[src/rtl/dai_pkg.sv]
// Shared constants and state encoding for the DAI receiver and the downstream cacher.
package dai_pkg;

    typedef enum logic [1:0] {
        WAIT_SYNC = 2'd0,
        LEFT      = 2'd1,
        RIGHT     = 2'd2
    } dai_state_e;

    localparam int BW_BITCNT = 6;
    localparam logic [BW_BITCNT-1:0] BITCNT_SAT = 6'd63;

    localparam int DAI_BW_SLOT = 24;
    localparam int DAI_BW_OUT  = 9;

    function automatic logic [BW_BITCNT-1:0] bitcnt_inc(input logic [BW_BITCNT-1:0] cnt);
        return (cnt == BITCNT_SAT) ? cnt : cnt + 1'b1;
    endfunction

endpackage

[src/rtl/dai_receiver_if.sv]
// Sample-pair handoff from the DAI receiver (master) to the capture stage (slave).
interface dai_receiver_if
    import dai_pkg::*;
#(
    parameter int BW_OUT = DAI_BW_OUT
);
    logic [BW_OUT-1:0] sample_l;
    logic [BW_OUT-1:0] sample_r;
    logic              sample_valid;
    logic              sample_ack;
    logic              overrun;
    logic              short_slot;

    modport master (
        output sample_l, sample_r, sample_valid, overrun, short_slot,
        input  sample_ack
    );

    modport slave (
        input  sample_l, sample_r, sample_valid, overrun, short_slot,
        output sample_ack
    );
endinterface

[src/rtl/dai_sync_edge.sv]
// Synchronizes BCK/LRCK/SData into the PLL clock domain and flags BCK rising edges.
module dai_sync_edge #(
    parameter int SYNC_STAGES = 2
) (
    input  logic clk_i,
    input  logic rst_i,
    input  logic bck_i,
    input  logic lrck_i,
    input  logic sdata_i,
    output logic bck_rise_o,
    output logic lrck_o,
    output logic sdata_o
);
    // bit 2 = BCK, bit 1 = LRCK, bit 0 = SData
    logic [2:0] sync_q [SYNC_STAGES];
    logic       bck_hist_q;

    always_ff @(posedge clk_i) begin
        if (rst_i) begin
            for (int i = 0; i < SYNC_STAGES; i++) sync_q[i] <= '0;
            bck_hist_q <= 1'b0;
        end else begin
            sync_q[0] <= {bck_i, lrck_i, sdata_i};
            for (int i = 1; i < SYNC_STAGES; i++) sync_q[i] <= sync_q[i-1];
            bck_hist_q <= sync_q[SYNC_STAGES-1][2];
        end
    end

    assign bck_rise_o = sync_q[SYNC_STAGES-1][2] & ~bck_hist_q;
    assign lrck_o     = sync_q[SYNC_STAGES-1][1];
    assign sdata_o    = sync_q[SYNC_STAGES-1][0];

endmodule

[src/rtl/dai_receiver.sv]
// DAI front end: deserializes one stereo frame per LRCK period into a truncated L/R pair.
// DAI_LJ_FORMAT_EN selects left-justified framing (no bit delay); default is I2S.
//   state     | meaning
//   WAIT_SYNC | discard input until the first LRCK 1->0 boundary
//   LEFT      | collecting the left slot
//   RIGHT     | collecting the right slot
module dai_receiver
    import dai_pkg::*;
#(
    parameter int BW_SLOT     = DAI_BW_SLOT,
    parameter int BW_OUT      = DAI_BW_OUT,
    parameter int SYNC_STAGES = 2
) (
    input  logic           clk_i,
    input  logic           rst_i,
    input  logic           bck_i,
    input  logic           lrck_i,
    input  logic           sdata_i,
    dai_receiver_if.master out_if
);
    localparam logic [BW_BITCNT-1:0] SLOT_LEN = BW_BITCNT'(BW_SLOT);
    localparam logic [BW_BITCNT-1:0] MIN_BITS = BW_BITCNT'(BW_OUT);

    logic bck_rise, lrck_s, sdata_s;

    dai_sync_edge #(.SYNC_STAGES(SYNC_STAGES)) u_sync (
        .clk_i      (clk_i),
        .rst_i      (rst_i),
        .bck_i      (bck_i),
        .lrck_i     (lrck_i),
        .sdata_i    (sdata_i),
        .bck_rise_o (bck_rise),
        .lrck_o     (lrck_s),
        .sdata_o    (sdata_s)
    );

    dai_state_e           state_q, state_d;
    logic                 lrck_prev_q, lrck_prev_d;
    logic [BW_BITCNT-1:0] bitcnt_q, bitcnt_d;
    logic [BW_BITCNT-1:0] nacc_q, nacc_d;
    logic [BW_SLOT-1:0]   shreg_q, shreg_d;
    logic [BW_OUT-1:0]    left_q, left_d;
    logic                 left_short_q, left_short_d;
    logic [BW_OUT-1:0]    sample_l_q, sample_l_d;
    logic [BW_OUT-1:0]    sample_r_q, sample_r_d;
    logic                 valid_q, valid_d;
    logic                 overrun_q, overrun_d;
    logic                 short_q, short_d;

    logic                 boundary, bnd_rise, bnd_fall;
    logic                 accept;
    logic                 latch_left, latch_right, emit;
    logic [BW_BITCNT-1:0] pad;
    logic [BW_OUT-1:0]    slot_top;
    logic                 short_now;

    assign boundary = bck_rise & (lrck_s != lrck_prev_q);
    assign bnd_rise = boundary & lrck_s;
    assign bnd_fall = boundary & ~lrck_s;

    // Slot value as seen at its end: left-justify the accepted bits, keep the MSBs.
    assign pad       = SLOT_LEN - nacc_q;
    assign slot_top  = BW_OUT'((shreg_q << pad) >> (BW_SLOT - BW_OUT));
    assign short_now = nacc_q < MIN_BITS;

    always_comb begin
        lrck_prev_d = lrck_prev_q;
        bitcnt_d    = bitcnt_q;
        shreg_d     = shreg_q;
        nacc_d      = nacc_q;
        accept      = 1'b0;
        if (bck_rise) begin
            lrck_prev_d = lrck_s;
            bitcnt_d    = boundary ? '0 : bitcnt_inc(bitcnt_q);
            shreg_d     = boundary ? '0 : shreg_q;
            nacc_d      = boundary ? '0 : nacc_q;
`ifdef DAI_LJ_FORMAT_EN
            accept = bitcnt_d < SLOT_LEN;
`else
            accept = (bitcnt_d != '0) && (bitcnt_d <= SLOT_LEN);
`endif
            if (accept) begin
                shreg_d = {shreg_d[BW_SLOT-2:0], sdata_s};
                nacc_d  = nacc_d + 1'b1;
            end
        end
    end

    always_ff @(posedge clk_i) begin
        if (rst_i) state_q <= WAIT_SYNC;
        else       state_q <= state_d;
    end

    always_comb begin
        state_d = state_q;
        unique case (state_q)
            WAIT_SYNC: if (bnd_fall) state_d = LEFT;
            LEFT:      if (bnd_rise) state_d = RIGHT;
            RIGHT:     if (bnd_fall) state_d = LEFT;
            default:   state_d = WAIT_SYNC;
        endcase
    end

    always_comb begin
        latch_left  = (state_q == LEFT)  && bnd_rise;
        latch_right = (state_q == RIGHT) && bnd_fall;
    end

    always_comb begin
        left_d       = left_q;
        left_short_d = left_short_q;
        sample_l_d   = sample_l_q;
        sample_r_d   = sample_r_q;
        valid_d      = valid_q;
        overrun_d    = overrun_q;
        short_d      = short_q;
        emit         = 1'b0;
        if (latch_left) begin
            left_d       = slot_top;
            left_short_d = short_now;
            if (short_now) short_d = 1'b1;
        end
        if (latch_right) begin
            if (short_now) short_d = 1'b1;
            emit = !short_now && !left_short_q;
        end
        if (valid_q && out_if.sample_ack) valid_d = 1'b0;
        // An ack in the emit cycle retires the old pair, so it is not an overrun.
        if (emit) begin
            sample_l_d = left_q;
            sample_r_d = slot_top;
            valid_d    = 1'b1;
            if (valid_q && !out_if.sample_ack) overrun_d = 1'b1;
        end
    end

    always_ff @(posedge clk_i) begin
        if (rst_i) begin
            lrck_prev_q  <= 1'b0;
            bitcnt_q     <= '0;
            nacc_q       <= '0;
            shreg_q      <= '0;
            left_q       <= '0;
            left_short_q <= 1'b0;
            sample_l_q   <= '0;
            sample_r_q   <= '0;
            valid_q      <= 1'b0;
            overrun_q    <= 1'b0;
            short_q      <= 1'b0;
        end else begin
            lrck_prev_q  <= lrck_prev_d;
            bitcnt_q     <= bitcnt_d;
            nacc_q       <= nacc_d;
            shreg_q      <= shreg_d;
            left_q       <= left_d;
            left_short_q <= left_short_d;
            sample_l_q   <= sample_l_d;
            sample_r_q   <= sample_r_d;
            valid_q      <= valid_d;
            overrun_q    <= overrun_d;
            short_q      <= short_d;
        end
    end

    assign out_if.sample_l     = sample_l_q;
    assign out_if.sample_r     = sample_r_q;
    assign out_if.sample_valid = valid_q;
    assign out_if.overrun      = overrun_q;
    assign out_if.short_slot   = short_q;

endmodule

[src/flat_wrapper.sv]
// flat-port wrapper written by rule: the top's interface ports become plain ports
module dai_receiver_flat import dai_pkg::*;
#(
    parameter int BW_SLOT     = DAI_BW_SLOT,
    parameter int BW_OUT      = DAI_BW_OUT,
    parameter int SYNC_STAGES = 2
)
  (clk_i, rst_i, bck_i, lrck_i, sdata_i, out_if_sample_l, out_if_sample_r, out_if_sample_valid, out_if_overrun, out_if_short_slot, out_if_sample_ack);
  dai_receiver_if #(.BW_OUT(BW_OUT)) out_if_i ();
  input  logic clk_i;
  input  logic rst_i;
  input  logic bck_i;
  input  logic lrck_i;
  input  logic sdata_i;
  output wire logic [$bits(out_if_i.sample_l)-1:0] out_if_sample_l;
  output wire logic [$bits(out_if_i.sample_r)-1:0] out_if_sample_r;
  output wire logic [$bits(out_if_i.sample_valid)-1:0] out_if_sample_valid;
  output wire logic [$bits(out_if_i.overrun)-1:0] out_if_overrun;
  output wire logic [$bits(out_if_i.short_slot)-1:0] out_if_short_slot;
  input wire logic [$bits(out_if_i.sample_ack)-1:0] out_if_sample_ack;
  assign out_if_sample_l = out_if_i.sample_l;
  assign out_if_sample_r = out_if_i.sample_r;
  assign out_if_sample_valid = out_if_i.sample_valid;
  assign out_if_overrun = out_if_i.overrun;
  assign out_if_short_slot = out_if_i.short_slot;
  assign out_if_i.sample_ack = out_if_sample_ack;
  dai_receiver #(.BW_SLOT(BW_SLOT), .BW_OUT(BW_OUT), .SYNC_STAGES(SYNC_STAGES)) u_core (.clk_i(clk_i), .rst_i(rst_i), .bck_i(bck_i), .lrck_i(lrck_i), .sdata_i(sdata_i), .out_if(out_if_i));
endmodule
[config.mk]
export PLATFORM = sky130hd
export DESIGN_NAME = dai_receiver_flat
export DESIGN_NICKNAME = d
export VERILOG_FILES = /design/src/rtl/dai_pkg.sv /design/src/rtl/dai_receiver_if.sv /design/src/rtl/dai_sync_edge.sv /design/src/rtl/dai_receiver.sv /design/src/flat_wrapper.sv
export SDC_FILE = /design/constraint.sdc
export NUM_CORES = 1
export LEC_CHECK = 0
export BUFFER_PORTS_ARGS = -buffer_cell sky130_fd_sc_hd__buf_4
export CAP_MARGIN = 15
export CORE_MARGIN = 2
export CORE_UTILIZATION = 60
export DETAILED_ROUTE_END_ITERATION = 10
export HOLD_SLACK_MARGIN = 0.15
export PLACE_DENSITY = 0.79
export SYNTH_ARGS = -nofsm -noshare
export SYNTH_HDL_FRONTEND = slang
export SYNTH_SLANG_ARGS = --single-unit
[constraint.sdc]
create_clock -name clk_i -period 3.7 [get_ports clk_i]
set_input_delay 1.11 -clock clk_i [delete_from_list [all_inputs] [get_ports clk_i]]
set_output_delay 1.11 -clock clk_i [all_outputs]
set_load 0.1 [all_outputs]
==> metrics.md <==
| Metric | Value |
|---|---|
| Ys flop type | `dfxtp_1` |
| Detailed router's first-iteration violation count | `258` |
| Tot Pwr | `1.56 mW` |
| Area Overhead vs Synth | `8.53%` |
| Worst Path Arrival | `3.42 ns` |
| Post-Syn Instances | `roughly 550` |
| CP max stage cell | `or3_4` |
| Total Nets Final | `between 500 and 600` |
| Core area | `0.00761 mm2` |
| Vias per cell | `~6.0` |
| Total wire length | `~10000 um` |
| CP Max Fanout | `32` |
| Num rows | `32` |
| Family with the most delay on the worst path | `simple AND/OR/NAND/NOR gates` |
| Cell count after placement | `approximately 640` |
| Resize count post-CTS | `0` |
| Post-DRT Antenna Nets | `0` |
| Post-route minimum period | `approximately 3.1 ns` |
| Post-Synth Simple-Gate Area | `~22%` |
| Synthesized net count | `approximately 560` |
| Status | `finished, final reports clean` |
| Final hold vios | `0` |
| CP required | `roughly 4.0 ns` |
| Final instance area | `0.00503 mm2` |
| Pre-CTS setup slack | `between 0.5 and 0.6 ns` |
| Post-synth EDFFs | `0` |
| Max-cap violation count | `0` |
| Post-DP Area | `0.00484 mm2` |
| Worst relative slew slack | `around two fifths` |
| Post-synthesis sequential area ratio | `33.3%` |
| Post-Syn Area per Cell | `8.47 um2` |
| Global-route wire length before repair | `between 15000 and 20000 um` |
| Total GRT Usage | `between 20% and 30%` |
| Synth cell types | `61` |
| Number of global-route vias before repair | `about 3800` |
| Setup CP Type | `register to register` |
| Commonest cells after routing, fill and taps aside | `77 x dfxtp_1, 68 x nor2_1, 45 x nand2_1` |
| Root buf cell | `clkbuf_8` |
| Remaining DRCs | `0` |
| Slowest stage delay, CP | `roughly 0.56 ns` |
| Fmax achieved | `approximately 320 MHz` |
| Pwr/cell area | `between 300 and 400 mW/mm2` |
| Grt total ovfl | `0` |
| Worst-Margin Slew | `about 0.92 ns` |
| Final worst setup slack | `about 0.55 ns` |
| CP endpoint kind | `register` |
| Critical Path Source Type | `register` |
| Fin Setup TNS | `0 ns` |
| RSZ-0062 raised after global routing | `no` |
| Die width | `91.9 um` |
| Clk Latency, worst-skew pair | `roughly 0.37 ns` |
| Setup-failing EPs final | `0` |
| Post-Synth Adder-Cell Area | `0.810%` |
| IO Count | `27` |
| WL per Instance | `around 15 um` |
| CTS Sinks | `77` |
| Synth warn | `0` |
| Worst hold margin | `between 0.4 and 0.5 ns` |
| Drt pass-1 iters | `5` |
| Largest family of logic cells by synthesized area | `simple AND/OR/NAND/NOR gates` |
| Bufs and invs on worst path | `1` |
| Routed vias | `slightly below 4000` |
| Non-filler cells, final | `654` |
| Worst-path cell chain | `ha_1 > a31oi_1 > a41oi_1 > nor4_1 > or3_4 > or4_1 > buf_4 > o221ai_1` |
| Share of cells above drive strength 1 | `approximately 21%` |
| Post-CTS Setup Bufs | `0` |
| Worst-path clk slew | `0.09 ns` |
| Die height | `between 90 and 100 um` |
| Detail Placement HPWL | `around 6700 um` |
| Slew Viols, Final | `0` |
| Worst VDD drop | `about 0.00021 V` |
| Hold Crit Class | `register to register` |
| Leakage | `between 1.5 and 2 nW` |
| Commonest non-fill, non-tap cell in the layout | `dfxtp_1` |
| Final Cycle Share | `a little under nine tenths` |
| CTS tree | `built` |
| Antenna diodes | `0` |
| CTS H-Tree Depth | `3` |
| Xor/xnor share of the synthesized area | `between 1 and 1.5%` |
| Initial core utilization | `between 60% and 70%` |
| Routability cong. | `between 0.9 and 1` |
| Die area | `between 0.008 and 0.009 mm2` |
| Register bit count reported by yosys | `77` |
| Initial antenna violation count | `0` |
| Clock Skew | `around 0.0091 ns` |
| Largest net degree at the start of global routing | `80` |
| CTS Buf Count | `9` |
| Post-synthesis compound-gate area fraction | `roughly a fifth` |
| Final Util | `between 60% and 70%` |
| Post-Syn Area | `between 0.004 and 0.005 mm2` |
| Post-synthesis mux area share | `between 15 and 20%` |
| Hold Buf Count CTS | `0` |
| Clock Path Buffers | `2` |
| Asr flop ratio synth | `0%` |
| IO Port Bufs | `26` |
-- worst paths after layout --
check / from / to / slack (ns) / cells past startpoint
max reg2reg: u_core.bitcnt_q[0]$_SDFFE_PP0P_ / u_core.shreg_q[15]$_SDFFE_PP0P_ / 0.55 / 8
max: u_core.bitcnt_q[0]$_SDFFE_PP0P_ / u_core.shreg_q[15]$_SDFFE_PP0P_ / 0.55 / 8
min reg2reg: u_core.left_q[8]$_SDFFE_PP0P_ / u_core.out_if.sample_l[8]$_SDFFE_PP0P_ / 0.45 / 2
min: u_core.left_q[8]$_SDFFE_PP0P_ / u_core.out_if.sample_l[8]$_SDFFE_PP0P_ / 0.45 / 2
-- synthesized netlist by cell type, types with 12 or more instances --
| cell type | count | area [um2] |
|---|---|---|
| dfxtp_1 | 77 | 1540 |
| a21oi_1 | 30 | 150 |
| mux4_2 | 12 | 270 |
| mux2i_1 | 21 | 210 |
| clkbuf_1 | 32 | 120 |
| o21ai_0 | 12 | 60.1 |
| nor2b_1 | 12 | 75.1 |
| nand2b_1 | 29 | 181 |
| nand2_1 | 45 | 169 |
| o21ai_1 | 16 | 80.1 |
| nor2_1 | 68 | 255 |
| inv_1 | 30 | 113 |
| mux2_2 | 22 | 248 |
| nor3_1 | 22 | 110 |
| o221ai_2 | 20 | 300 |
-- area by class of cell --
class / instances / area, um2
Multi-Input combinational cell: 395 / 2810
Sequential cell: 77 / 1540
Inverter: 31 / 116
Tap cell: 102 / 128
Timing Repair Buffer: 33 / 248
Clock inverter: 7 / 61.3
Clock buffer: 9 / 124
Fill cell: 651 / 2580
-- state kept, by name, summed over array words and instances (netlist names), named ones only --
register,count
u_core.bitcnt_q,6
u_core.u_sync.bck_hist_q,1
u_core.nacc_q,6
u_core.u_sync.sync_q,6
u_core.out_if.overrun,1
u_core.state_q,2
u_core.left_q,9
u_core.left_short_q,1
u_core.lrck_prev_q,1
u_core.out_if.sample_r,9
u_core.shreg_q,24
u_core.out_if.sample_valid,1
u_core.out_if.sample_l,9
-- cells by family after synthesis --
family / Yosys count
xor gates and xnor gates: 6
AOI/OAI and AO/OA: 121
and+or+nand+nor: 209
adders and majority gates: 3
buffers and inverters: 75
DFF: 77
muxes: 56
-- layer usage --
metal | track usage [%] | vias to the layer above | part of all wire, %
li1 | - | 1947 | -
met1 | 32.7 | 1864 | 45
met2 | 43.9 | 108 | 49
met3 | 5.18 | 13 | 4.8
met4 | 9.58 | 0 | 1.6
met5 | 0 | - | 0
-- report_power, final --
group	internal, mW	switching, mW	leakage, nW	total [mW]
clock	0.257	0.351	0.0892	0.609
combinational	0.0398	0.0711	1.03	0.111
sequential	0.834	0.00453	0.622	0.838
-- tightest hold or removal path: stages, from the launching register on --
cell	delay, ns
dfxtp_1	0.32
nand2_1	0.05
a21oi_1	0.05
Power figures use the tool's default switching activity.
